`config.mk`:
```
export PLATFORM = sky130hd
export DESIGN_NAME = ro_meas_sequencer
export DESIGN_NICKNAME = d
export VERILOG_FILES = /design/src/rtl/ro_meas_sequencer.sv
export SDC_FILE = /design/constraint.sdc
export NUM_CORES = 1
export LEC_CHECK = 0
export ABC_AREA = 1
export ABC_CLOCK_PERIOD_IN_PS = 2600
export CORE_MARGIN = 8
export CORE_UTILIZATION = 40
export DETAILED_ROUTE_END_ITERATION = 10
export RECOVER_POWER = 100
export SETUP_SLACK_MARGIN = 0.1
export SYNTH_ARGS = -nofsm -noshare
export SYNTH_HDL_FRONTEND = slang
export SYNTH_SLANG_ARGS = --single-unit
```
`constraint.sdc`:
```
create_clock -name clk -period 2.6 [get_ports clk]
set_input_delay 0.26 -clock clk [delete_from_list [all_inputs] [get_ports clk]]
set_output_delay 0.26 -clock clk [all_outputs]
set_load 0.03 [all_outputs]
```
`src/rtl/ro_meas_sequencer.sv`:
```
// rtl/ro_meas_sequencer.sv - ring-oscillator gate/settle/sample sequencer with 8N1 UART report
//
// Purpose: opens a timed enable window on the oscillator counter, waits for the
// count to settle, and samples the frozen count. It then reports the 15-bit delta
// as three UART 8N1 bytes: 0xA5, {0,delta[14:8]}, delta[7:0].
//
// Ports:
//   clk       system clock
//   rst_n     asynchronous active-low reset
//   start     level; high while idle launches a measurement
//   gate_sel  window exponent offset, latched at start
//   count_in  oscillator count, only read while gate_en is low and settled
//   gate_en   enable to the oscillator counter
//   tx        UART line, idle high
//   busy      high whenever a measurement or frame is in progress
//   done      one-cycle pulse at the end of the last stop bit
//   result    last delta count, held until the next capture
module ro_meas_sequencer #(
    parameter int CLKS_PER_BIT = 104,
    parameter int SETTLE       = 8,
    parameter int GATE_BASE    = 8
) (
    input  logic        clk,
    input  logic        rst_n,
    input  logic        start,
    input  logic [2:0]  gate_sel,
    input  logic [14:0] count_in,
    output logic        gate_en,
    output logic        tx,
    output logic        busy,
    output logic        done,
    output logic [14:0] result
);

    // One counter serves settle, window and baud timing; it must hold W-1 for gate_sel=7.
    localparam int CNT_W = (GATE_BASE + 8 > 18) ? GATE_BASE + 8 : 18;

    typedef enum logic [2:0] {S_IDLE, S_PRE, S_GATE, S_POST, S_TX} state_t;

    state_t             state_q, state_d;
    logic [CNT_W-1:0]   cnt_q, cnt_d;
    logic [2:0]         sel_q, sel_d;
    logic [14:0]        base_q, base_d;
    logic [14:0]        result_q, result_d;
    logic [28:0]        shift_q, shift_d;
    logic [4:0]         bit_q, bit_d;
    logic               gate_en_q, gate_en_d;
    logic               tx_q, tx_d;
    logic               busy_q, busy_d;
    logic               done_q, done_d;

    logic [CNT_W-1:0]   win_last;
    logic               settle_end, win_end, baud_end, last_bit;
    logic [14:0]        delta;
    logic [28:0]        frame_tail;

    assign win_last   = (CNT_W'(1) << (GATE_BASE + int'(sel_q))) - CNT_W'(1);
    assign settle_end = (cnt_q == CNT_W'(SETTLE - 1));
    assign win_end    = (cnt_q == win_last);
    assign baud_end   = (cnt_q == CNT_W'(CLKS_PER_BIT - 1));
    assign last_bit   = (bit_q == 5'd29);

    // Modular subtraction absorbs counter wrap-around.
    assign delta = count_in - base_q;

    // The 30-bit frame minus its leading start bit, which is driven directly on entry to TX.
    assign frame_tail = {1'b1, delta[7:0], 1'b0,
                         1'b1, 1'b0, delta[14:8], 1'b0,
                         1'b1, 8'hA5};

    // State register
    always_ff @(posedge clk or negedge rst_n) begin
        if (!rst_n) begin
            state_q <= S_IDLE;
        end else begin
            state_q <= state_d;
        end
    end

    // Next-state logic
    always_comb begin
        state_d = state_q;
        case (state_q)
            S_IDLE: if (start)                 state_d = S_PRE;
            S_PRE:  if (settle_end)            state_d = S_GATE;
            S_GATE: if (win_end)               state_d = S_POST;
            S_POST: if (settle_end)            state_d = S_TX;
            S_TX:   if (baud_end && last_bit)  state_d = S_IDLE;
            default:                           state_d = S_IDLE;
        endcase
    end

    // Output and datapath next values; every output is taken from a register.
    always_comb begin
        cnt_d     = cnt_q + CNT_W'(1);
        sel_d     = sel_q;
        base_d    = base_q;
        result_d  = result_q;
        shift_d   = shift_q;
        bit_d     = bit_q;
        gate_en_d = gate_en_q;
        tx_d      = tx_q;
        busy_d    = busy_q;
        done_d    = 1'b0;
        case (state_q)
            S_IDLE: begin
                cnt_d = '0;
                if (start) begin
                    sel_d  = gate_sel;
                    busy_d = 1'b1;
                end
            end
            S_PRE: begin
                if (settle_end) begin
                    base_d    = count_in;
                    gate_en_d = 1'b1;
                    cnt_d     = '0;
                end
            end
            S_GATE: begin
                if (win_end) begin
                    gate_en_d = 1'b0;
                    cnt_d     = '0;
                end
            end
            S_POST: begin
                if (settle_end) begin
                    result_d = delta;
                    tx_d     = 1'b0;
                    shift_d  = frame_tail;
                    bit_d    = '0;
                    cnt_d    = '0;
                end
            end
            S_TX: begin
                if (baud_end) begin
                    cnt_d = '0;
                    if (last_bit) begin
                        tx_d   = 1'b1;
                        busy_d = 1'b0;
                        done_d = 1'b1;
                    end else begin
                        tx_d    = shift_q[0];
                        shift_d = {1'b0, shift_q[28:1]};
                        bit_d   = bit_q + 5'd1;
                    end
                end
            end
            default: begin
                cnt_d = '0;
            end
        endcase
    end

    always_ff @(posedge clk or negedge rst_n) begin
        if (!rst_n) begin
            cnt_q     <= '0;
            sel_q     <= '0;
            base_q    <= '0;
            result_q  <= '0;
            shift_q   <= '0;
            bit_q     <= '0;
            gate_en_q <= 1'b0;
            tx_q      <= 1'b1;
            busy_q    <= 1'b0;
            done_q    <= 1'b0;
        end else begin
            cnt_q     <= cnt_d;
            sel_q     <= sel_d;
            base_q    <= base_d;
            result_q  <= result_d;
            shift_q   <= shift_d;
            bit_q     <= bit_d;
            gate_en_q <= gate_en_d;
            tx_q      <= tx_d;
            busy_q    <= busy_d;
            done_q    <= done_d;
        end
    end

    assign gate_en = gate_en_q;
    assign tx      = tx_q;
    assign busy    = busy_q;
    assign done    = done_q;
    assign result  = result_q;

endmodule
```
**Yosys cells after proc, flatten, opt, wreduce, memory -nomap -nowiden**

Index checks and enable logic that the tools add are counted.

- Flip-flop bits (word level): 92
- Bits of input ports: 21
- Output and inout port bits: 19

- Add/sub/neg operators: 5
- Equal/unequal tests: 16
- Shift-type cells: 1
- Muxes and demuxes: 32
- Reductions and logical operators: 14

Operators by type and width:

| operator | number |
|---|---|
| two-way mux 29 bit | 3 |
| case mux 29 bit (2 select lines) | 1 |
| two-way mux 18 bit | 3 |
| case mux 18 bit (3 select lines) | 1 |
| adder 18 x 1 -> 18 bit (second input constant) | 1 |
| == test 18 bit | 1 |
| == test 18 x 3 -> 1 bit (second input constant) | 1 |
| == test 18 x 7 -> 1 bit (second input constant) | 1 |
| << shifter 1 x 5 -> 18 bit (first input constant) | 1 |
| subtractor 18 x 2 -> 18 bit (second input constant) | 1 |
| != test 2 bit (second input constant) | 8 |
| two-way mux 3 bit | 5 |
| two-way mux 5 bit | 3 |
| case mux 3 bit (5 select lines) | 1 |
| subtractor 15 bit | 1 |
| two-way mux 1 bit | 11 |
| case mux 5 bit (2 select lines) | 1 |
| AND reduction 4 bit | 2 |
| == test 3 x 2 -> 1 bit (second input constant) | 2 |
| case mux 1 bit (2 select lines) | 3 |
| AND reduction 2 bit | 3 |
| AND reduction 3 bit | 2 |
| nonzero test 2 bit | 3 |
| adder 4 x 3 -> 5 bit (first input constant) | 1 |
| 8 further kinds | 8 |

**Depth between registers and ports, before layout**

Gate-level depths: netlist of the first run.

- Depth after elaboration: 6
- Depth in mapped cells: 17
- Mapped depth without buffers: 16

**Least setup slack after synthesis of the first run**

Ideal clock, no wire load.

- Path kind: register to register
- Start point: register sel_q[2]
- End point: register cnt_q[11]
- Arrival time: 1849 ps
- Required time: 2476 ps
- Setup slack: 627 ps
- Stages on the path, launching flop included: 16
- Buffers on the path: 2
- Clock period less this slack: 1973 ps
- Path through: dfrtp_1 > buf_2 > nor2_1 > nand2_1 > ha_1 > inv_1 > nand2_1 > nand2_1 > nand3_1 > nor2_1 > nand2_1 > nor2_1 > nand2_1 > nand2_2 > buf_4 > a21oi_1

- Word-level cells in the longest chain between the ends: 6

Ends and longest elaborated chain:

| what | RTL line | source |
|---|---|---|
| from (decl) | 42 | `logic [2:0] sel_q, sel_d;` |
| from (signal assigned) | 169 | `sel_q <= sel_d;` |
| adder 4 x 3 -> 5 bit | 57 | `assign win_last = (CNT_W'(1) << (GATE_BASE + int'(sel_q))) - CNT_W'(1);` |
| << shifter 1 x 5 -> 18 bit | 57 |  |
| subtractor 18 x 2 -> 18 bit | 57 |  |
| == test 18 bit | 59 | `assign win_end = (cnt_q == win_last);` |
| two-way mux 18 bit | 121 | `if (win_end) begin` |
| case mux 18 bit (3 select lines) | 105 | `case (state_q)` |
| via cnt_d[11] | 41 | `logic [CNT_W-1:0] cnt_q, cnt_d;` |
| to (signal assigned) | 168 | `cnt_q <= cnt_d;` |
| to (decl) | 41 |  |

The timed path passes the listed nets, and every way through them passes these cells.
A chain may end at the register's enable or synchronous reset.

**Worst setup path in the final report of the first run**

- Start point: register cnt_q[0]
- End point: register shift_q[28]

- Word-level cells in the longest chain between the ends: 3
- Elaborated cells on any way between the ends: 5
- Those cells by class: 4 x eq/ne; 1 x reduce/logical

Ends and longest elaborated chain:

| what | RTL line | source |
|---|---|---|
| == test 18 x 7 -> 1 bit or == test 18 x 3 -> 1 bit (tied branches) | 60, 58 |  |
| != test 2 bit (no source line) | -- |  |
| AND reduction 4 bit (no source line) * | -- |  |
| to (signal assigned) | 172 | `shift_q <= shift_d;` |
| to (decl) | 45 | `logic [28:0] shift_q, shift_d;` |

Mark *: on every way between the ends. The rest lies on a longest branch, timed or not.

==> impl_metrics.ini, run 1 <==
[sta]
final_max_slew_viol_count = 0
finalHoldViolCount = 0
final.period_utilization_pct = 87.0
setup_viol_count_final = 0
skew_ns = 0.00689
period_needed_ns = 2.26
rsz0062_at_grt = no
max_clock_freq_ghz = 0.442
slew-limit-headroom_pct = 28.8
tightestPinTransition_ns = 1.07
worst_hold_slack_ns = 0.445
fin_tns_setup_ns = 0

[run]
cap_violations = 0

[synthesis]
synth_nets = 707
synthArstFlopShare_pct = 100
synth_top_area_share_pct = 44.2
yosys-top-cells-area = dfrtp_1, nand2_1, inv_1, nor2_1, nand3_1
yosysWarnings = 0
yosys.area.top_type = dfrtp_1
synth-seq-cells = 92
syn_inst = 667
ys_seq_area_share_pct = 44.7
synth_edf_count = 0
synth_commonest_cells = nand2_1, dfrtp_1, inv_1
synth_ff_type = dfrtp_1
synth_cell_types = 38
syn-cell-area_sq_mm = 0.00515
yosysMostFrequentCell = nand2_1
postSynthAreaPerCell_sq_um = 7.72

[power]
power_leakage_nw = 2.98
ir_worst_vdd_uv = 455
power_density_mw_per_mm2 = 1040

[final_layout]
antenna_cells = 0
finish.utilization_pct = 47.3
fill_cells = 1288
drive_gt1_share_pct = 5.73
stdcell_area_sq_mm = 0.00596
area_delta_synth_final_pct = 15.8
nNetsFinal = 750

[placed_design]
io_buffers = 39
dp_hpwl_mm = 8.57
gp_congestion = 0.866
placed_area_sq_mm = 0.00572

[worst_setup_path]
crit_required_ns = 2.81
cp_data_arrival_time_ns = 2.47
critPathCaptureType = flop
path_max_fanout = 21
critical_path_class = flop to flop
timing.critical_path.from_type = flop

[cts]
clock_latency_ns = 0.35
post_cts_buffers = 0
htree_levels = 3
root_buffer = clkbuf_16
cts.sinks = 92
cts_tree = built
cts_buffers = 9
clk_pin_slew_worst_paths_ns = 0.06
cts_buffer_depth = 2

[outcome]
status = finished, final reports clean

[global_route]
grt_overflow = 0
grt_pass1_vias = 4299
grtUsageTotal_pct = 14.8
antenna_found_initial = 0
grt_pass1_wl_mm = 19.8
grt_max_degree = 42

[route]
num_vias = 4330
wl_mm = 11.4
drc = 0
drt_first_iter_violations = 230
postRouteAntennaNets = 0
avgRoutedWirePerCell_microns = 12.8
first_pass_iters = 4
viasPerCell = 4.88

[min_path]
min_path_type = flop to flop

[floorplan]
die_h_microns = 129
ios = 40
start_util_pct = 40.8
die_w_microns = 129
die_area_sq_mm = 0.0168
rows = 41
coreArea_sq_mm = 0.0126
## cell type report
class	instances	area (sq um)	area share, %
Multi-Input combinational cell	478	2400	40.2
Sequential cell	92	2300	38.6
Timing Repair Buffer	49	447	7.49
Inverter	80	300	5.04
Clock buffer	12	267	4.47
Tap cell	172	215	3.61
Clock inverter	4	32.5	0.546
## layout by cell type, fill, tap and decap left out, types with 2 or more instances in the layout
cell type and count:
nand2_4 3, dfrtp_1 91, nor2_2 3, clkinv_4 2
o21bai_1 2, a21boi_0 2, nor2_1 71, nand3_1 53
xnor2_1 2, xor2_1 15, o211ai_1 2, o22ai_1 2
a21oi_1 46, clkinvlp_4 2, clkbuf_1 3, buf_4 4
a21o_1 3, o21ai_1 2, dlygate4sd3_1 22, inv_1 74
ha_1 18, clkbuf_16 9, nor3_1 7, clkbuf_8 3
clkdlybuf4s50_1 17, o21ai_0 33, nand3b_1 5, inv_2 6
nand2_1 188, clkbuf_2 3, nand4_1 13
## worst max-delay path: stages, from the launching register on
cell and delay, ns:
dfrtp_1 0.36, ha_1 0.17, nand2_1 0.07, inv_1 0.07, nand2_1 0.10, nor2_2 0.11
nand2_1 0.17, nor2_8 0.25, inv_2 0.08, nand2_4 0.13, nand2_4 0.17, inv_2 0.30
o21ai_0 0.13
## flip-flops by register name (all words and copies together) (netlist names)
signal   flops
shift_q     29
cnt_q       18
base_q      15
result      15
bit_q        5
sel_q        3
state_q      3
busy         1
done         1
gate_en      1
tx           1
## stage by stage
| stage | total power, mW | worst slack, ns | std cells |
|---|---|---|---|
| after floorplan | 4.23 | 0.627 | 667 |
| after global routing | 6.80 | 0.0929 | 887 |
| final | 6.23 | 0.339 | 887 |
| after detailed placement | 5.03 | 0.219 | 870 |
| after CTS | 6.35 | 0.242 | 887 |
| after global placement | 4.97 | 0.263 | 870 |
## power by group
part	leakage [nW]	total [mW]	internal [mW]	switching [mW]
Clock	0.141	1.29	0.730	0.564
Sequential	1.11	2.16	1.92	0.237
Combinational	1.73	2.77	0.990	1.78
## final timing paths
| kind | startpoint | depth (start not counted) | to | slack, ns |
|---|---|---|---|---|
| setup / recovery | cnt_q[0] | 12 | shift_q[28] | 0.34 |
| hold / removal | cnt_q[0] | 1 | cnt_q[0] | 0.44 |
| setup reg to reg | cnt_q[0] | 12 | shift_q[28] | 0.34 |
| hold reg to reg | cnt_q[0] | 1 | cnt_q[0] | 0.44 |
| max in group asynchronous | rst_n | 3 | shift_q[2] | 0.56 |
| min in group asynchronous | rst_n | 2 | base_q[10] | 0.63 |
## cells by family (layout without fill, tap and decap cells)
kind of cell / count (synthesis) / in the layout / synth area share (%)
flops: 92 / 92 / 44.7
fa+ha+maj: 19 / 19 / 4.76
xor+xnor: 17 / 17 / 2.89
mux: 1 / 1 / 0.219
simple gates: 348 / 348 / 29.4
buf+inv: 97 / 145 / 7.82
compound gates: 93 / 93 / 10.2
## routing by layer
| layer | vias up | track usage (%) | wire length (microns) |
|---|---|---|---|
| li1 | 2229 | - | - |
| met1 | 2020 | 18.5 | 5600 |
| met2 | 67 | 24.3 | 5160 |
| met3 | 14 | 3.62 | 415 |
| met4 | 0 | 5.33 | 204 |
| met5 | - | 0 | 0 |
## timing repair
action,4_1_cts,5_1_grt
resized for setup,0,2
endpoints found under the hold margin,37,0
hold buffers,1,0
setup endpoints to repair,0,7
Power figures use the tool's default switching activity.
==> inputs of run 2 (changes only) <==
--- a/config.mk
+++ b/config.mk
@@ -6,7 +6,6 @@
 export NUM_CORES = 1
 export LEC_CHECK = 0
 export ABC_AREA = 1
-export ABC_CLOCK_PERIOD_IN_PS = 2600
 export CORE_MARGIN = 8
 export CORE_UTILIZATION = 40
 export DETAILED_ROUTE_END_ITERATION = 10
==> results of run 2 <==
No change in the layout: final DEF, timing and power equal those of run 1.
